$ cat config.mk
export PLATFORM = sky130hd
export DESIGN_NAME = wb_port_arbiter
export DESIGN_NICKNAME = d
export VERILOG_FILES = /design/src/rtl/wb_port_arbiter.sv
export SDC_FILE = /design/constraint.sdc
export NUM_CORES = 1
export LEC_CHECK = 0
export ABC_AREA = 1
export CELL_PAD_IN_SITES_DETAIL_PLACEMENT = 1
export CELL_PAD_IN_SITES_GLOBAL_PLACEMENT = 2
export CORE_UTILIZATION = 34
export CTS_CLUSTER_DIAMETER = 40
export DETAILED_ROUTE_END_ITERATION = 8
export HOLD_SLACK_MARGIN = 0.1
export PLACE_DENSITY = 0.81
export SYNTH_ARGS = -nofsm -noshare
export SYNTH_HDL_FRONTEND = slang
export SYNTH_SLANG_ARGS = --single-unit
$ cat constraint.sdc
create_clock -name clk_i -period 3.73 [get_ports clk_i]
set_input_delay 0.746 -clock clk_i [delete_from_list [all_inputs] [get_ports clk_i]]
set_output_delay 0.746 -clock clk_i [all_outputs]
set_load 0.05 [all_outputs]
$ cat src/rtl/wb_port_arbiter.sv
// -----------------------------------------------------------------------------
// wb_port_arbiter
//
// Arbitrates the register file's single write port between the in-order
// pipeline writeback stage (priority, zero latency) and a long-latency unit
// (mul/div, uncached loads) that hands results over through a valid/ready
// handshake into a small FIFO. Queued destinations are exported as a pending
// mask for the hazard unit. A stall request is raised when the queue head
// has been blocked by pipeline writebacks for STARVE_LIMIT consecutive edges.
//
// Ports
//   clk_i, reset_i        clock (rising edge) and synchronous active-high reset
//   wb_reg_write_i        pipeline writeback valid
//   wb_rd_i, wb_result_i  pipeline destination / result
//   ll_valid_i            long-latency result valid
//   ll_ready_o            queue can accept (registered count < DEPTH)
//   ll_rd_i, ll_result_i  long-latency destination / result
//   a3_o, wd3_o, we3_o    register file write address / data / enable
//   pending_o             bit i set while a queued entry targets x_i
//   stall_o               request to freeze upstream stages
// -----------------------------------------------------------------------------
module wb_port_arbiter #(
  parameter int WIDTH        = 32,
  parameter int DEPTH        = 4,
  parameter int STARVE_LIMIT = 8
) (
  input  logic             clk_i,
  input  logic             reset_i,
  input  logic             wb_reg_write_i,
  input  logic [4:0]       wb_rd_i,
  input  logic [WIDTH-1:0] wb_result_i,
  input  logic             ll_valid_i,
  output logic             ll_ready_o,
  input  logic [4:0]       ll_rd_i,
  input  logic [WIDTH-1:0] ll_result_i,
  output logic [4:0]       a3_o,
  output logic [WIDTH-1:0] wd3_o,
  output logic             we3_o,
  output logic [31:0]      pending_o,
  output logic             stall_o
);

  localparam int AW = $clog2(DEPTH);
  localparam int CW = AW + 1;
  localparam int SW = $clog2(STARVE_LIMIT + 1);

  localparam logic [CW-1:0] DEPTH_C = CW'(DEPTH);
  localparam logic [SW-1:0] LIMIT_C = SW'(STARVE_LIMIT);

  // Queue storage and state
  logic [4:0]       rd_mem_q   [DEPTH];
  logic [WIDTH-1:0] data_mem_q [DEPTH];
  logic [DEPTH-1:0] valid_q,  valid_d;
  logic [AW-1:0]    rptr_q,   rptr_d;
  logic [AW-1:0]    wptr_q,   wptr_d;
  logic [CW-1:0]    count_q,  count_d;
  logic [SW-1:0]    starve_q, starve_d;

  logic pipe_claim;
  logic q_empty;
  logic deq;
  logic enq_store;
  logic [31:0] pending_mask;

  // Handshake and arbitration decisions
  always_comb begin
    pipe_claim = wb_reg_write_i && (wb_rd_i != 5'd0);
    q_empty    = (count_q == '0);
    // Ready comes from the registered count only, so a same-cycle drain
    // never opens a slot combinationally.
    ll_ready_o = !reset_i && (count_q < DEPTH_C);
    deq        = !reset_i && !pipe_claim && !q_empty;
    // An x0 handshake completes but occupies no slot.
    enq_store  = ll_valid_i && ll_ready_o && (ll_rd_i != 5'd0);
  end

  // Write port mux: pipeline first, then queue head, else idle zeros
  always_comb begin
    // NOTE: every output of a combinational block gets a default up front so
    // no path leaves it unassigned, which would otherwise infer a latch.
    a3_o  = 5'd0;
    wd3_o = '0;
    we3_o = 1'b0;
    if (!reset_i) begin
      if (pipe_claim) begin
        a3_o  = wb_rd_i;
        wd3_o = wb_result_i;
        we3_o = 1'b1;
      end else if (!q_empty) begin
        a3_o  = rd_mem_q[rptr_q];
        wd3_o = data_mem_q[rptr_q];
        we3_o = 1'b1;
      end
    end
  end

  // Next-state for pointers, count, valid bits and starvation counter
  always_comb begin
    rptr_d   = rptr_q;
    wptr_d   = wptr_q;
    count_d  = count_q;
    valid_d  = valid_q;
    starve_d = starve_q;

    if (deq) begin
      rptr_d          = rptr_q + AW'(1);
      valid_d[rptr_q] = 1'b0;
    end
    if (enq_store) begin
      wptr_d          = wptr_q + AW'(1);
      valid_d[wptr_q] = 1'b1;
    end

    unique case ({enq_store, deq})
      2'b10:   count_d = count_q + CW'(1);
      2'b01:   count_d = count_q - CW'(1);
      default: count_d = count_q;
    endcase

    // Counts edges where the head is blocked by a pipeline claim.
    if (q_empty || deq) begin
      starve_d = '0;
    end else if (pipe_claim && (starve_q != LIMIT_C)) begin
      starve_d = starve_q + SW'(1);
    end
  end

  // NOTE: sequential state uses non-blocking assignments so every register
  // samples its pre-edge inputs regardless of statement order.
  always_ff @(posedge clk_i) begin
    if (reset_i) begin
      rptr_q   <= '0;
      wptr_q   <= '0;
      count_q  <= '0;
      valid_q  <= '0;
      starve_q <= '0;
    end else begin
      rptr_q   <= rptr_d;
      wptr_q   <= wptr_d;
      count_q  <= count_d;
      valid_q  <= valid_d;
      starve_q <= starve_d;
    end
  end

  // NOTE: the payload arrays carry no reset; valid_q and count_q gate every
  // use of them, so stale contents are never observed.
  always_ff @(posedge clk_i) begin
    if (enq_store) begin
      rd_mem_q[wptr_q]   <= ll_rd_i;
      data_mem_q[wptr_q] <= ll_result_i;
    end
  end

  // Pending mask from registered storage
  always_comb begin
    pending_mask = '0;
    for (int i = 0; i < DEPTH; i++) begin
      if (valid_q[i]) begin
        pending_mask = pending_mask | (32'd1 << rd_mem_q[i]);
      end
    end
    pending_mask[0] = 1'b0;
    pending_o = reset_i ? 32'd0 : pending_mask;
  end

  assign stall_o = !reset_i && (starve_q == LIMIT_C);

endmodule

* After elaboration in Yosys (flattened, before gate mapping)
Memory sizes are Yosys's and may differ from the RTL's. A register that Yosys moved wholly into a read port is not among the register bits.
Index checks and enable logic that the tools add are counted.
** Word-level totals
- Register bits :: 15
- Output and inout port bits :: 72
- Logic and storage cells :: 77
- Memories kept :: 2
- Bits of input ports :: 78
- Memory bits (writable) :: 148
** Cells by class
- Shift operators :: 4
- Bitwise gates (word level) :: 6
- Order comparisons :: 5
- Mux-type cells :: 27
- $add $sub $neg :: 5
- Eq/ne operators :: 4
- Reductions and logical operators :: 19
** Memory list
- data_mem_q :: depth 4, width 32, read ports 1, clocked after Yosys merged registers in 1, wr ports 1, line 52 : logic [WIDTH-1:0] data_mem_q [DEPTH];
- rd_mem_q :: depth 4, width 5, read ports 5, clocked after Yosys merged registers in 1, wr ports 1, line 51 : logic [4:0] rd_mem_q [DEPTH];
** Operators by type and width (number)
- two-way mux 32 bit :: 8
- left shift 1 x 5 -> 32 bit, first input constant :: 4
- bitwise OR 32 bit :: 3
- two-way mux 5 bit :: 3
- logical AND 1 bit :: 10
- nonzero test 5 bit :: 2
- two-way mux 2 bit :: 4
- two-way mux 4 bit :: 2
- two-way mux 1 bit :: 7
- less-than comparator 2 x 3 -> 1 bit, second input constant :: 2
- case mux 3 bit (2 select lines) :: 1
- adder 2 x 1 -> 2 bit, second input constant :: 2
- adder 4 x 1 -> 4 bit, second input constant :: 1
- bitwise AND 4 bit :: 1
- demux 1 bit (select 2 bit) :: 2
- equality test 4 bit, second input constant :: 1
- >= comparator 2 x 1 -> 1 bit, second input constant :: 2
- inequality test 4 bit, second input constant :: 1
- inverter 4 bit :: 1
- bitwise OR 4 bit :: 1
- adder 3 x 1 -> 3 bit, second input constant :: 1
- logical NOT 1 bit :: 3
- logical NOT 3 bit :: 1
- less-than comparator 3 bit, second input constant :: 1
- other kinds (6) :: 6

* Logic depth before layout (Yosys ltp)
An unclocked memory read counts as a cell.
- Word-level depth :: 10
- Gate-level depth with buffers :: 13
- Depth with buffers taken out :: 12

* Worst setup path before layout
No wires, ideal clock.
- Kind :: in2out
- Start point :: input port wb_rd_i[1]
- End point :: output port a3_o[4]
- Stages on the path :: 5
- Setup slack :: 734 ps
- Arrival :: 2250 ps
- Required time :: 2984 ps
- Buffers on the path :: 0
- Cells stage by stage :: nor2_1 nand3_1 nand2_2 nand2_4 o21ai_0
** Between the ends
- Word-level cells in the longest chain between the ends :: 4
** Ends and longest elaborated chain
- from (decl) :: line 30 : input logic [4:0] wb_rd_i,
- nonzero test 5 bit :: line 67 : pipe_claim = wb_reg_write_i && (wb_rd_i != 5'd0);
- logical AND 1 bit :: line 67
- two-way mux 5 bit :: line 85 : if (pipe_claim) begin
- two-way mux 5 bit :: line 84 : if (!reset_i) begin
- to (decl) :: line 36 : output logic [4:0] a3_o,
Every way passes these cells.

==> impl_metrics.yaml <==
final_layout:
  antenna_cells: 0
  post-route-util: 0.462
  drive_above_1_share: 0.0983
  final_common_cell: "nand2_1"
  layout_common_cells: "nand2_1, nor2_1, edfxtp_1"
  final_nets: 1196
  syn_to_final_growth_pct: 33.3
critical_path:
  cp.required_ns: 2.98
  critPathSlowestCell: "clkdlybuf4s50_1"
  worstSetupPathType: "flop to output port"
  worstSetupEndpointType: "output port"
  crit_arrival_ns: 2.84
  critPathLaunchType: "flop"
  cpPeakStageDelay_ns: 0.84
  crit_path_max_fanout: 7
  crit_family: "buffers and inverters"
  crit_buf_inv: 3
  crit_chain: "inv_1 -> nand2_1 -> inv_1 -> nand2_1 -> nor2_1 -> nor2_1 -> a21oi_1 -> clkdlybuf4s50_1"
grt:
  gr-total-overflow: 0
  grt_max_degree: 90
  antenna_found_initial: 1
  grt_pass1_vias: 7715
  grt_first_pass_wirelength_um: 41900
  grt_usage: 0.215
synth:
  ys_seq_area_frac: 0.568
  synth_nets: 1053
  synth_edf_count: 148
  yosysUniqueCellTypes: 34
  synth_seq_cells: 165
  syn_avg_cell_area_sq_um: 8.75
  ys.warnings.count: 0
  syn_inst: 963
  synth_ff_type: "edfxtp_1"
  async_reset_ff_frac: 0
  netlist_area_sq_um: 8420
detailed_routing:
  num_vias: 7189
  drc: 0
  vias_per_cell: 4.98
  first_iter_violations: 360
  dr.pass1.iters: 5
  ant_nets: 0
  wirelength_um: 26500
  routedWlPerCell_um: 18.4
floorplan:
  core_sq_um: 24300
  num_rows: 57
  start_util: 0.346
  fp.dieW_um: 159
  ios: 150
  dieArea_sq_um: 25400
  die-height_um: 159
place:
  dp_hpwl_um: 19000
  port_buffers: 148
  place.gp.congestion: 0.927
clock_tree:
  clk_latency_ns: 0.43
  cts_root_buf: "clkbuf_16"
  cts_tree: "built"
  post_cts_buffers: 0
  clk_path_buf_depth: 2
  cts_inserted_buffers: 17
  path_clk_slew_ns: 0.07
  htreeDepth: 4
  clock_sinks: 165
run:
  maxCapViolations: 0
pwr:
  ir_drop_uv: 357
  switchingPower_w: 0.00124
  sw_frac_of_total: 0.265
  p_per_area_nw_per_um2: 416
  leakage_nw: 4.25
  seqPwrFrac: 0.448
  p_int_w: 0.00343
  power_frac_clock: 0.392
  p_comb_frac: 0.160
sta:
  worst_pin_slew_ns: 0.920
  max_freq_ghz: 0.279
  fin_worst_skew_ns: 0.00904
  hold_violations: 0
  setup_viol: 0
  rsz0062_at_grt: "false"
  slew_headroom: 0.387
  setup_tns_ns: 0
  slew_violations: 0
  finalCritPeriodShare: 0.962
  period_needed_ns: 3.59
hold_path:
  hold_class: "flop to flop"
run_status:
  status: "finished clean"
state kept, by name, indices dropped and copies added (netlist names), named ones only:
name / flops
wptr_q: 2
valid_q: 4
rd_mem_q: 20
rptr_q: 2
data_mem_q: 128
starve_q: 4
count_q: 3
power groups by stage:
stage / Sequential, W / Combinational (W) / Clock, W
after global routing: 0.00210 / 0.000805 / 0.00193
after CTS: 0.00209 / 0.000757 / 0.00186
after global placement: 0.00213 / 0.000743 / 0
final: 0.00209 / 0.000747 / 0.00183
after detailed placement: 0.00213 / 0.000752 / 0
after floorplan: 0.00212 / 0.000395 / 0
path summary, 6_finish.rpt:
kind / from / end / slack (ns) / cells past startpoint
max: rd_mem_q[1][4] / pending_o[3] / 0.14 / 8
min reg2reg: starve_q[2] / starve_q[2] / 0.51 / 2
max reg2reg: count_q[2] / count_q[2] / 1.30 / 11
min: starve_q[2] / starve_q[2] / 0.51 / 2
tightest hold or removal path, delay by kind of cell (launching register included):
kind / cells / cell delay, ns
and+or+nand+nor: 1 / 0.07
AOI/OAI and AO/OA: 1 / 0.05
DFF: 1 / 0.34
synthesized netlist by cell type, drive strengths merged, types with 3 or more instances:
cell | number | area share
nor2 | 181 | 0.084
edfxtp | 148 | 0.53
o21ai | 88 | 0.052
nand2 | 218 | 0.099
nand4 | 3 | 0.0022
ha | 11 | 0.016
inv | 76 | 0.034
clkinv | 3 | 0.0015
dfxtp | 17 | 0.040
buf | 29 | 0.022
a21oi | 55 | 0.034
nand3 | 73 | 0.043
nor3 | 18 | 0.012
clkbuf | 10 | 0.0045
o22ai | 25 | 0.019
cell families after synthesis:
group,Yosys count,share of synthesized area
AOI/OAI and AO/OA,169,0.106
xor gates and xnor gates,2,0.00208
adders and majority gates,12,0.0187
buffers and inverters,118,0.0621
DFF,165,0.568
other,1,0.000445
and+or+nand+nor,496,0.243
per-layer routing:
layer	global-route usage	up-vias	part of all wire	wire length [um]
met2	0.373	191	0.50	13300
met5	0	-	0.00064	17
li1	-	3535	-	-
met4	0.0743	2	0.021	546
met3	0.0456	37	0.049	1310
met1	0.265	3424	0.43	11400
what timing repair did:
action,in CTS,in global routing
setup endpoints to repair,0,5
resized for setup,0,4
hold buffers,0,0
final cells by class:
type | instances | area [sq um]
Multi-Input combinational cell | 680 | 3120
Timing Repair Buffer | 163 | 2000
Fill cell | 2793 | 13100
Sequential cell | 165 | 4790
Tap cell | 324 | 405
Clock buffer | 18 | 429
Inverter | 79 | 302
Clock inverter | 14 | 191
per-stage QoR:
| stage | area [sq um] | hold slack, ns | power [W] | worst slack (ns) | instances |
|---|---|---|---|---|---|
| 2_1_floorplan | 8420 | 0.452 | 0.00252 | 0.734 | 963 |
| 3_3_place_gp | 10600 | 0.479 | 0.00287 | 0.468 | 1411 |
| 3_5_place_dp | 10600 | 0.487 | 0.00288 | 0.446 | 1411 |
| 4_1_cts | 11200 | 0.513 | 0.00471 | 0.0891 | 1443 |
| 5_1_grt | 11200 | 0.525 | 0.00484 | 0.000316 | 1443 |
| 6_report | 11200 | 0.508 | 0.00467 | 0.143 | 1443 |
Note: power is estimated with default switching activity, not from simulation.
